$ cat src/rtl/bola_render.sv
// rtl/bola_render.sv - bouncing square ball pixel generator behind the VGA timing counters
// Registered RGB with one cycle of latency; the ball moves once per frame during blanking.
module bola_render #(
  parameter int          BALL_SIZE = 16,
  parameter int          SPEED     = 2,
  parameter int          INIT_X    = 312,
  parameter int          INIT_Y    = 232,
  parameter logic [23:0] BALL_RGB  = 24'hFFFFFF,
  parameter logic [23:0] BG_RGB    = 24'h000080
) (
  input  logic       VGA_CLK,
  input  logic       reset,
  input  logic [9:0] x,
  input  logic [9:0] y,
  input  logic       ativo,
  input  logic       enable,
  output logic [7:0] VGA_R,
  output logic [7:0] VGA_G,
  output logic [7:0] VGA_B,
  output logic [9:0] pos_x,
  output logic [8:0] pos_y,
  output logic       frame_tick
);

  typedef enum logic {SYNC, RUN} state_t;

  localparam logic [10:0] SIZE11  = 11'(BALL_SIZE);
  localparam logic [10:0] SPEED11 = 11'(SPEED);
  localparam logic [10:0] MAX_X11 = 11'(640 - BALL_SIZE);
  localparam logic [10:0] MAX_Y11 = 11'(480 - BALL_SIZE);

  state_t      state_q;
  logic [23:0] rgb_q;
  logic [9:0]  pos_x_q, pos_x_d;
  logic [8:0]  pos_y_q, pos_y_d;
  logic        dir_x_q, dir_x_d;
  logic        dir_y_q, dir_y_d;
  logic        tick_q;

  logic        in_range, act, hit, slot, frame_start;
  logic [9:0]  sx, sy;
  logic [10:0] px11, py11, sx11, sy11;

  // Out-of-range counters never light a pixel and never count as an update slot.
  assign in_range    = (x < 10'd800) && (y < 10'd525);
  assign act         = ativo && in_range;
  assign slot        = (x == 10'd0) && (y == 10'd515);
  assign frame_start = (x == 10'd0) && (y == 10'd0);

  assign sx   = x - 10'd144;
  assign sy   = y - 10'd35;
  assign sx11 = {1'b0, sx};
  assign sy11 = {1'b0, sy};
  assign px11 = {1'b0, pos_x_q};
  assign py11 = {2'b00, pos_y_q};

  assign hit = (sx11 >= px11) && (sx11 < px11 + SIZE11) &&
               (sy11 >= py11) && (sy11 < py11 + SIZE11);

  always_comb begin
    pos_x_d = pos_x_q;
    dir_x_d = dir_x_q;
    pos_y_d = pos_y_q;
    dir_y_d = dir_y_q;
    if (dir_x_q) begin
      if (px11 + SPEED11 >= MAX_X11) begin
        pos_x_d = 10'(MAX_X11);
        dir_x_d = 1'b0;
      end else begin
        pos_x_d = 10'(px11 + SPEED11);
      end
    end else if (px11 <= SPEED11) begin
      pos_x_d = 10'd0;
      dir_x_d = 1'b1;
    end else begin
      pos_x_d = 10'(px11 - SPEED11);
    end
    if (dir_y_q) begin
      if (py11 + SPEED11 >= MAX_Y11) begin
        pos_y_d = 9'(MAX_Y11);
        dir_y_d = 1'b0;
      end else begin
        pos_y_d = 9'(py11 + SPEED11);
      end
    end else if (py11 <= SPEED11) begin
      pos_y_d = 9'd0;
      dir_y_d = 1'b1;
    end else begin
      pos_y_d = 9'(py11 - SPEED11);
    end
  end

  always_ff @(posedge VGA_CLK) begin
    if (!reset) begin
      state_q <= SYNC;
      rgb_q   <= 24'h0;
      pos_x_q <= 10'(INIT_X);
      pos_y_q <= 9'(INIT_Y);
      dir_x_q <= 1'b1;
      dir_y_q <= 1'b1;
      tick_q  <= 1'b0;
    end else begin
      case (state_q)
        SYNC: begin
          rgb_q  <= 24'h0;
          tick_q <= 1'b0;
          if (frame_start) state_q <= RUN;
        end
        default: begin
          rgb_q  <= act ? (hit ? BALL_RGB : BG_RGB) : 24'h0;
          tick_q <= slot;
          if (slot && enable) begin
            pos_x_q <= pos_x_d;
            dir_x_q <= dir_x_d;
            pos_y_q <= pos_y_d;
            dir_y_q <= dir_y_d;
          end
        end
      endcase
    end
  end

  assign VGA_R      = rgb_q[23:16];
  assign VGA_G      = rgb_q[15:8];
  assign VGA_B      = rgb_q[7:0];
  assign pos_x      = pos_x_q;
  assign pos_y      = pos_y_q;
  assign frame_tick = tick_q;

endmodule

$ cat config.mk
export PLATFORM = sky130hd
export DESIGN_NAME = bola_render
export DESIGN_NICKNAME = d
export VERILOG_FILES = /design/src/rtl/bola_render.sv
export SDC_FILE = /design/constraint.sdc
export NUM_CORES = 1
export LEC_CHECK = 0
export CAP_MARGIN = 20
export CORE_ASPECT_RATIO = 1.2
export CORE_UTILIZATION = 50
export CTS_CLUSTER_DIAMETER = 150
export DETAILED_ROUTE_END_ITERATION = 8
export PLACE_DENSITY = 0.79
export SLEW_MARGIN = 20
export SYNTH_ARGS = -nofsm -noshare
export SYNTH_HDL_FRONTEND = slang
export SYNTH_SLANG_ARGS = --single-unit
$ cat constraint.sdc
create_clock -name VGA_CLK -period 2.75 [get_ports VGA_CLK]
set_input_delay 0.275 -clock VGA_CLK [delete_from_list [all_inputs] [get_ports VGA_CLK]]
set_output_delay 0.275 -clock VGA_CLK [all_outputs]
set_load 0.02 [all_outputs]
Word-level counts from Yosys, hierarchy flattened
Cells that the tools add are included.

Register bits: 47. Bits of input ports: 24. Output and inout port bits: 44. Word-level logic and storage cells: 54.

Add/sub/neg operators: 8. Order comparisons: 10. Equal/unequal tests: 1. Multiplexer cells: 15. Reduce and logical (&&, ||, !) cells: 13.

Operators by type and width (count): 10-bit 2-to-1 mux (3); 9-bit 2-to-1 mux (3); 24-bit 2-to-1 mux (1); 10-bit logical NOT (2); 10-bit < comparator, second input constant (2); 10-bit by 2-bit adder with 11-bit output, second input constant (1); 10-bit by 5-bit adder with 11-bit output, second input constant (1); 11-bit by 10-bit >= comparator with 1-bit output, second input constant (1); 11-bit by 9-bit >= comparator with 1-bit output, second input constant (1); 10-bit by 11-bit < comparator with 1-bit output (1); 9-bit by 2-bit adder with 10-bit output, second input constant (1); 9-bit by 5-bit adder with 10-bit output, second input constant (1); 10-bit == test, second input constant (1); 10-bit >= comparator (1); 10-bit by 9-bit >= comparator with 1-bit output (1); 10-bit by 2-bit less-or-equal comparator with 1-bit output, second input constant (1); 10-bit < comparator (1); 10-bit by 2-bit subtractor with 10-bit output, second input constant (1); 10-bit by 6-bit subtractor with 10-bit output, second input constant (1); 10-bit by 8-bit subtractor with 10-bit output, second input constant (1); 9-bit by 2-bit less-or-equal comparator with 1-bit output, second input constant (1); 9-bit by 2-bit subtractor with 9-bit output, second input constant (1); 1-bit logical AND (8); 1-bit 2-to-1 mux (8); 2 further kinds (3).

Logic depth before layout (Yosys ltp)
Gate-level depths: netlist of the first run.

Word-level depth: 6. Depth in mapped cells: 11. Mapped depth without buffers: 11.

Least setup slack after synthesis of the first run
Ideal clock, no wire load.

Kind: reg2reg. Start: register pos_x_q[4], in the netlist pos_x[4]. End: register pos_x_q[3], in the netlist pos_x[3]. Library setup time: 0.087 ns. Arrival: 2.314 ns. Required time: 2.663 ns. Setup slack: 0.349 ns. Stages on the path, launching flop included: 11. Buffers on the path: 2. Clock period less this slack: 2.401 ns. Cell sequence: dfxtp_1 > clkbuf_1 > inv_1 > ha_1 > nor3b_1 > o211a_1 > or2_2 > clkbuf_1 > o41ai_1 > a21oi_1 > o31ai_1.

Cells in the longest elaborated chain, start to end: 4. Elaborated cells between the ends (all ways): 6.

RTL lines: from (decl) (line 34) `logic [9:0] pos_x_q, pos_x_d;`; from (signal assigned) (line 97) `pos_x_q <= 10'(INIT_X);`; from (signal assigned) (line 113) `pos_x_q <= pos_x_d;`; 10-bit by 2-bit adder with 11-bit output; 11-bit by 10-bit >= comparator with 1-bit output (line 66) `if (px11 + SPEED11 >= MAX_X11) begin`; 10-bit 2-to-1 mux (line 66); 10-bit 2-to-1 mux (*) (line 65) `if (dir_x_q) begin`.

Every way passes the cells marked *; elsewhere a longest branch is shown, timed or not. A chain may end at the register's enable or synchronous reset.

Worst setup path in the final report of the first run
Start: input port y[2]. End: register rgb_q[22].

Cells in the longest elaborated chain, start to end: 5. Elaborated cells between the ends (all ways): 10.

RTL lines: from (decl) (line 14) `input logic [9:0] y,`; 10-bit by 6-bit subtractor with 10-bit output (line 51) `assign sy = y - 10'd35;`; 10-bit by 9-bit >= comparator with 1-bit output (line 58) `(sy11 >= py11) && (sy11 < py11 + SIZE11);`; 1-bit logical AND (line 57) `assign hit = (sx11 >= px11) && (sx11 < px11 + SIZE11) &&`; 1-bit logical AND (line 58); 24-bit 2-to-1 mux (line 110) `rgb_q <= act ? (hit ? BALL_RGB : BG_RGB) : 24'h0;`; to (signal assigned) (line 110); to (decl) (line 33) `logic [23:0] rgb_q;`.

Several ways; a longest one is shown, not always the timed one.

==> results of run 1 <==
-- worst min-delay path, stage by stage (launching register included) --
cell and delay, ns:
dfxtp_1 0.34, nand2_1 0.06, a21oi_1 0.05
-- per-layer routing --
metal	routed length (um)	global-route usage	share of wire	vias to the layer above
met4	180	0.0927	0.021	0
met3	540	0.0334	0.063	22
met2	4200	0.493	0.49	135
li1	-	-	-	1601
met1	3640	0.334	0.43	1538
met5	0	0	0	-
-- flip-flops by register name, summed over array words and instances (netlist names) --
register,count
dir_x_q,1
dir_y_q,1
frame_tick,1
pos_x,9
pos_y,8
rgb_q,2
state_q,1
-- worst max-delay path by stage --
stage                     end  slack (ns)  cells past startpoint
finish              rgb_q[22]        0.21                     10
global route        rgb_q[22]        0.05                     10
CTS                 rgb_q[22]        0.20                     10
detailed placement  rgb_q[22]       -0.09                     10
global placement    rgb_q[22]       -0.02                     10
floorplan            pos_x[3]        0.35                     10
-- cells in the mapped netlist, types with 6 or more instances --
| master | instances | share of area |
|---|---|---|
| nor3_1 | 14 | 0.023 |
| buf_4 | 24 | 0.058 |
| nand2_1 | 21 | 0.026 |
| ha_1 | 44 | 0.18 |
| o211ai_1 | 6 | 0.015 |
| dfxtp_1 | 23 | 0.15 |
| nand3_1 | 16 | 0.026 |
| nor2_1 | 19 | 0.023 |
| o31ai_1 | 7 | 0.017 |
| nand4_1 | 10 | 0.020 |
| a21oi_1 | 34 | 0.055 |
| xor2_1 | 8 | 0.023 |
| o21ai_0 | 36 | 0.058 |
| clkbuf_1 | 21 | 0.026 |
| inv_1 | 30 | 0.037 |
| xnor2_1 | 20 | 0.057 |
| nor4_1 | 11 | 0.022 |
-- logic make-up after synthesis --
family          count (synthesis)  synth area share
other cells                     1           0.00122
flops                          23             0.149
fa+ha+maj                      44             0.179
buf+inv                        77             0.123
mux                             1           0.00365
compound gates                117             0.237
simple gates                  129             0.228
xor+xnor                       28            0.0795
-- report_power, final --
| group | switching, mW | internal [mW] |
|---|---|---|
| clock network | 0.126 | 0.102 |
| registers | 0.0000000252 | 0.333 |
| logic | 0.0930 | 0.0894 |
| total | 0.219 | 0.524 |
-- final cells by class --
cell class,instances,area (sq um)
multi-input combinational,321,2250
fill,518,2020
timing repair buffer,89,831
sequential,23,460
inverter,30,113
tap,80,100
clock buffer,3,41.3
clock inverter,1,5.00
==> metrics.md, run 1 <==
| Metric | Value |
|---|---|
| Worst Path Max Fanout | `4` |
| Average wire per standard cell | `roughly 16 um` |
| Final setup viols | `0` |
| HP Class | `reg -> reg` |
| First DRT Iteration DRCs | `291` |
| Pin count of the biggest net entering global routing | `24` |
| Worst reg-to-reg setup slack | `0.41 ns` |
| Startpoint Class | `primary input` |
| Maximum VDD drop | `about 0.00017 V` |
| DR vias | `approximately 3300` |
| Post-CTS setup buffers | `0` |
| HPWL after DPL | `around 6500 um` |
| RR Endpoint | `pos_x[1]` |
| Die H | `just under 90 um` |
| Share of cells above drive strength 1 | `0.0771` |
| Worst Slack Setup Final | `0.207 ns` |
| DIE AREA | `about 6500 sq um` |
| Final core occ | `0.652` |
| Max_slew headroom | `0.595` |
| Fmax | `roughly 0.4 GHz` |
| Share of the yosys chip area belonging to registers | `0.149` |
| Hold path depth | `2` |
| Overflow after GRT | `0` |
| Crit path from | `y[2]` |
| Number of synthesized flops with an enable pin | `0` |
| Pins Over Slew Limit | `0` |
| Tcrit/Tclk final | `0.925` |
| DR pass1 iterations | `7` |
| Vias in the first global route | `between 3000 and 4000` |
| Area after DPL | `roughly 3700 sq um` |
| Core area | `a little under 6000 sq um` |
| TNS Setup | `0 ns` |
| CTS tree | `built` |
| Most frequent cells in the layout | `clkdlybuf4s50_1, ha_1, o21ai_0, a21oi_1, inv_1` |
| Post-Syn Instances | `420` |
| Crit path buf inv count | `1` |
| Resize count post-CTS | `0` |
| Drt drc | `0` |
| Worst EP arrival | `2.72 ns` |
| ANT cells | `0` |
| Clk buf depth | `2` |
| Via/cell ratio | `6.03` |
| Final hold violations | `0` |
| Number of cells on the worst reg-to-reg path | `7` |
| Worst Skew | `roughly 0.0097 ns` |
| Final Critical Period | `2.54 ns` |
| Hold_sp | `pos_y[4]` |
| Leak | `1.58 nW` |
| P per Cell Area | `196 nW/um^2` |
| FFs w/ async S/R, synth | `0` |
| CP delay by family, top | `compound AO/OA/AOI/OAI gates` |
| IO buf count | `between 60 and 70` |
| Status | `complete, no violations` |
| CP Class | `in -> reg` |
| Total Wirelength | `~8600 um` |
| Total GRT Usage | `0.274` |
| Worst hold slack | `slightly below 0.5 ns` |
| DRT antenna net count | `0` |
| RR Startpoint | `pos_x[2]` |
| Clock Latency Late Sink | `around 0.28 ns` |
| Final #Nets | `~540` |
| Min-Delay Endpoint | `pos_y[4]` |
| Ys Warns | `0` |
| First-pass GRT wire length | `14200 um` |
| Total Power | `0.743 mW` |
| TritonCTS buffer count | `3` |
| Critical path required time | `roughly 2.9 ns` |
| Max-cap violations | `0` |
| RSZ-0062 raised after global routing | `no` |
| Starting Density | `0.530` |
| CP peak stage delay | `roughly 0.42 ns` |
| Commonest non-fill, non-tap cell in the layout | `clkdlybuf4s50_1` |
| # H-tree levels | `1` |
| Post-synthesis cell type count | `58` |
| Area Overhead vs Synth | `23.1%` |
| Root Driver | `clkbuf_8` |
| Pre-CTS WS | `-0.0918 ns` |
| Top_reg_cell synth | `dfxtp_1` |
| Post-Syn Area per Cell | `approximately 7.3 sq um` |
| Routability congestion estimate | `0.911` |
| Die Span X | `73.7 um` |
| #FFs+latches synth | `23` |
| Finished Layout Cells | `547` |
| Dpl cells | `543` |
| CP Capture Type | `register` |
| Worst-path cell chain | `clkdlybuf4s50_1 > or3_4 > o21ai_0 > xor2_1 > ha_1 > a21o_1 > a21o_1 > a21oi_1 > o21ai_0 > o2111a_1` |
| Worst Tran Pin Value | `between 0.6 and 0.7 ns` |
| Row count | `30` |
| Clk pin slew, worst setup/hold paths | `roughly 0.1 ns` |
| Finished layout cell area | `around 3800 sq um` |
| Cell area after synthesis | `~3100 sq um` |
| Hold-fix buffers at CTS | `0` |
| Initial antenna violation count | `0` |
| Clock sink count | `23` |
| Ports | `68` |
| Slowest library cell on the worst path | `clkdlybuf4s50_1` |
No activity file was read; power rests on OpenSTA's default activity.
==> run 2, diff against run 1 <==
Settings changed: SKIP_CTS_REPAIR_TIMING from default to 1.
==> results of run 2 <==
No change in the layout: final DEF, timing and power equal those of run 1.
==> run 3, diff against run 2 <==
Settings changed: ABC_CLOCK_PERIOD_IN_PS from default to 2750, CTS_CLUSTER_SIZE from default to 14.
==> results of run 3 <==
No change in the layout: final DEF, timing and power equal those of run 1.
